### config.mk
export PLATFORM = sky130hd
export DESIGN_NAME = bta_pipe_adder
export DESIGN_NICKNAME = d
export VERILOG_FILES = /design/src/rtl/bta_pipe_adder.sv
export SDC_FILE = /design/constraint.sdc
export NUM_CORES = 1
export LEC_CHECK = 0
export CORE_MARGIN = 1.5
export CORE_UTILIZATION = 51
export DETAILED_ROUTE_END_ITERATION = 8
export GPL_ROUTABILITY_DRIVEN = 0
export PLACE_DENSITY = 0.75
export SLEW_MARGIN = 10
export SYNTH_ARGS = -nofsm -noshare
export SYNTH_HDL_FRONTEND = slang
export SYNTH_SLANG_ARGS = --single-unit
### constraint.sdc
create_clock -name clk -period 3.57 [get_ports clk]
set_input_delay 0.357 -clock clk [delete_from_list [all_inputs] [get_ports clk]]
set_output_delay 0.357 -clock clk [all_outputs]
set_load 0.005 [all_outputs]
### src/rtl/bta_pipe_adder.sv
// Fully pipelined N-operand binary-tree adder with valid/ready flow control.
// Level j holds N/2^j partial sums of M+j bits, so the final M+log2(N) bit sum is exact.
module bta_pipe_adder #(
    parameter int N = 16,
    parameter int M = 16
) (
    input  logic                       clk,
    input  logic                       rst_n,
    input  logic                       in_valid,
    output logic                       in_ready,
    input  logic [N*M-1:0]             operands,
    input  logic                       sgn,
    input  logic                       cin,
    output logic                       out_valid,
    input  logic                       out_ready,
    output logic [M+$clog2(N)-1:0]     sum,
    output logic                       sgn_out
);
    localparam int L = $clog2(N);

    logic adv;

    // One global enable: every level (bubble or not) moves together, so the
    // pipeline stalls only when the output register is occupied and not taken.
    assign adv      = !out_valid || out_ready;
    assign in_ready = adv;

    genvar j;
    generate
        for (j = 1; j <= L; j++) begin : g_lvl
            localparam int W = M + j;
            localparam int C = N >> j;

            logic [W-1:0] ps  [C];
            logic [W-1:0] nxt [C];
            logic         vld;
            logic         sg;
            logic         prev_vld;
            logic         prev_sg;

            if (j == 1) begin : g_in
                assign prev_vld = in_valid;
                assign prev_sg  = sgn;

                always_comb begin
                    for (int k = 0; k < C; k++) begin
                        nxt[k] = {sgn & operands[2*k*M+M-1], operands[2*k*M +: M]}
                               + {sgn & operands[(2*k+1)*M+M-1], operands[(2*k+1)*M +: M]}
                               + ((k == 0) ? {{(W-1){1'b0}}, cin} : {W{1'b0}});
                    end
                end
            end else begin : g_mid
                assign prev_vld = g_lvl[j-1].vld;
                assign prev_sg  = g_lvl[j-1].sg;

                always_comb begin
                    for (int k = 0; k < C; k++) begin
                        nxt[k] = {prev_sg & g_lvl[j-1].ps[2*k][W-2],   g_lvl[j-1].ps[2*k]}
                               + {prev_sg & g_lvl[j-1].ps[2*k+1][W-2], g_lvl[j-1].ps[2*k+1]};
                    end
                end
            end

            always_ff @(posedge clk or negedge rst_n) begin
                if (!rst_n) begin
                    ps  <= '{default: '0};
                    vld <= 1'b0;
                    sg  <= 1'b0;
                end else if (adv) begin
                    ps  <= nxt;
                    vld <= prev_vld;
                    sg  <= prev_sg;
                end
            end
        end
    endgenerate

    assign sum       = g_lvl[L].ps[0];
    assign out_valid = g_lvl[L].vld;
    assign sgn_out   = g_lvl[L].sg;

endmodule

==> results.json <==
{
  "status": "completed",
  "hold_class": "in2async",
  "synth_ff_type": "dfrtp_1",
  "crit_family": "compound AO/OA/AOI/OAI gates",
  "start_util_pct": 52.11,
  "slew_viol_final": 0,
  "insertion_delay_ns": 0.56,
  "antenna_found_initial": 0,
  "drt_iter0_markers": 1207,
  "synth_area_mm2": 0.02142,
  "cp_common_cell": "fa_1",
  "fillers": 3595,
  "fmax_mhz": 324.4,
  "layout-drive-gt1-share_pct": 3.791,
  "tritoncts": "yes",
  "muxShareOfSynthArea_pct": 0.4848,
  "syn_area_per_cell_um2": 8.607,
  "grt_overflow": 0,
  "numCtsBuffers": 31,
  "grt_usage_pct": 24.10,
  "crit_buf_inv": 1,
  "r2r_slack_ns": 0.55,
  "seqPwrFrac_pct": 25.5,
  "antenna_cells": 0,
  "synth_warnings": 0,
  "vdd_drop_max_mv": 0.4530,
  "hold_viol": 0,
  "dp.cells": 3247,
  "die_area_mm2": 0.04324,
  "endpoint_kind": "flop",
  "min_period_over_period_pct": 86.35,
  "synth_top_family_by_area": "compound AO/OA/AOI/OAI gates",
  "clock_skew_ns": 0.01991,
  "final_common_cell": "nand2_1",
  "cts_sinks": 274,
  "critPathMaxStageDelay_ns": 0.50,
  "syn_nets": 3017,
  "wl_per_cell_um": 15.98,
  "wl_mm": 52.75,
  "worst_slack_ns": 0.4871,
  "p_per_area_mw_per_mm2": 872.7,
  "synth_cell_types": 80,
  "io_pins": 285,
  "cp.required_ns": 3.99,
  "crit_path_top_delay_cell": "a2111oi_2",
  "start_kind": "input pin",
  "p_comb_share_pct": 60.2,
  "dr.pass1.iters": 7,
  "cts_buffer_depth": 3,
  "grt_max_degree": 110,
  "cp_max_fo": 3,
  "grt_first_pass_wirelength_mm": 88.70,
  "coreArea_mm2": 0.04111,
  "synth-simple-area-share_pct": 15.88,
  "leakagePower_nw": 11.46,
  "dp_hpwl_mm": 40.95,
  "maxSlewHeadroom_pct": 56.38,
  "synth_xor_area_share_pct": 7.196,
  "die_w_um": 207.9,
  "synth-compound-area-share_pct": 25.82,
  "h-tree-depth": 1,
  "synth_fa_ha_area_share_pct": 16.10,
  "viasPerCell": 5.817,
  "finalNetCount": 3277,
  "critical_path_arrival_ns": 3.50,
  "report.final.setup_viol": 0,
  "ant_nets": 0,
  "portBuffers": 284,
  "switchingPower_mw": 9.939,
  "clkSlewWorstSetupHoldPaths_ns": 0.06,
  "pre_cts_slack_ns": -0.04651,
  "row_count": 74,
  "grt_pass1_vias": 18880,
  "rsz0062_at_grt": "no",
  "drcViolationCount": 0,
  "vias": 19210,
  "yosysSeqAreaShare_pct": 32.01,
  "final_cell_mix": "nand2_1 (326), clkdlybuf4s50_1 (283), dfrtp_1 (274)",
  "period_needed_ns": 3.083,
  "fin_cells": 3302,
  "cts_resized": 0,
  "synth_edf_count": 0,
  "area.growth.synth_to_final_pct": 20.90,
  "p_clk_share_pct": 14.3,
  "yosys_register_bits": 274,
  "cp_cell_sequence": "clkdlybuf4s50_1 > fa_1 > fa_1 > a211oi_1 > o21ai_0 > a2111oi_2 > o31ai_1 > a21oi_1 > mux2i_1 > o211ai_1",
  "cts_setup_buffers": 0,
  "cts-root-buf": "clkbuf_16",
  "worstMarginPinSlew_ns": 0.6543,
  "crit_type": "in2reg",
  "cap_violations": 0,
  "synth-async-reset-ratio_pct": 100.0,
  "intPower_mw": 12.66,
  "switching_share_pct": 43.97,
  "syn_inst": 2489,
  "cts_hold_buf": 1,
  "die_h_um": 207.9
}
-- cell type report --
type / count / area (um^2) / share of cell area [%]
Clock buffer: 41 / 853.3 / 3.295
Multi-Input combinational cell: 2072 / 14030 / 54.19
Tap cell: 532 / 665.6 / 2.570
Timing Repair Buffer: 301 / 3053 / 11.79
Clock inverter: 13 / 168.9 / 0.6522
Sequential cell: 274 / 6857 / 26.47
Inverter: 69 / 266.5 / 1.029
-- power by group through the flow --
stage	logic, mW	clock network [mW]	registers (mW)
after detailed placement	13.4	0	5.82
after floorplan	10.4	0	5.34
after global routing	15.3	3.40	5.94
after CTS	13.6	3.29	5.77
after global placement	13.0	0	5.78
final	13.6	3.22	5.77
-- per-layer routing --
layer  up-vias  share of wire [%]  GRT usage (%)
li1       9613                  -              -
met1      9116                 47          32.76
met2       415                 47          41.04
met3        64                4.3          3.185
met4         0                1.8          5.160
met5         -                  0              0
-- flip-flops by register name, indices dropped and copies added, names as in the netlist --
name       count
g_lvl.sg       3
g_lvl.vld      3
g_lvl.ps     246
out_valid      1
sum           20
sgn_out        1
-- synth_stat cells, drive strengths merged (12+ instances only) --
library cell | count | area [um^2]
o21ai | 227 | 1136
a31oi | 18 | 118.9
nor2 | 182 | 683.2
xnor2 | 75 | 656.9
dfrtp | 274 | 6857
nand2 | 326 | 1224
o211ai | 29 | 222.7
o31ai | 36 | 270.3
nand2b | 29 | 181.4
a211oi | 56 | 425.4
and3 | 12 | 75.07
a31o | 12 | 105.1
clkbuf | 59 | 221.5
a211o | 12 | 105.1
buf | 15 | 57.55
ha | 250 | 3128
and2 | 12 | 75.07
a21oi | 228 | 1145
nand3 | 41 | 205.2
fa | 16 | 320.3
xor2 | 101 | 884.6
or3 | 18 | 112.6
nor3 | 52 | 260.3
a21o | 89 | 670.7
nor2b | 21 | 131.4
o21a | 51 | 382.9
inv | 69 | 259.0
nand4 | 12 | 75.07
o21bai | 27 | 206.5
-- worst paths after layout --
| check | from | to | cells after the start |
|---|---|---|---|
| min reg2reg | g_lvl[2].vld | g_lvl[2].vld | 2 |
| max reg2reg | g_lvl[3].ps[19] | sum[18] | 9 |
| min | rst_n | g_lvl[1].ps[18] | 2 |
| max | operands[0] | g_lvl[1].ps[133] | 10 |
| max in group asynchronous | rst_n | g_lvl[1].ps[134] | 3 |
| min in group clk | in_valid | g_lvl[1].vld | 3 |
-- logic make-up after synthesis --
group | count (synthesis)
AO/OA/AOI/OAI | 866
AND/OR/NAND/NOR | 754
flip-flops | 274
adder cells (fa/ha/maj) | 266
XOR/XNOR | 176
buffers and inverters | 143
multiplexers | 10
-- stage by stage --
stage / setup TNS, ns / power, mW / hold slack (ns) / instance area, um^2 / util [%]
2_1_floorplan: 0 / 15.73 / 0.06141 / 21420 / -
3_3_place_gp: 0 / 18.79 / 0.3889 / 24870 / 60.49
3_5_place_dp: -0.08461 / 19.26 / 0.4004 / 24870 / 60.49
4_1_cts: 0 / 22.63 / 0.3689 / 25900 / 63.00
5_1_grt: 0 / 24.66 / 0.3964 / 25900 / 63.00
6_report: 0 / 22.60 / 0.3761 / 25900 / 63.00
Note: power is estimated with default switching activity, not from simulation.
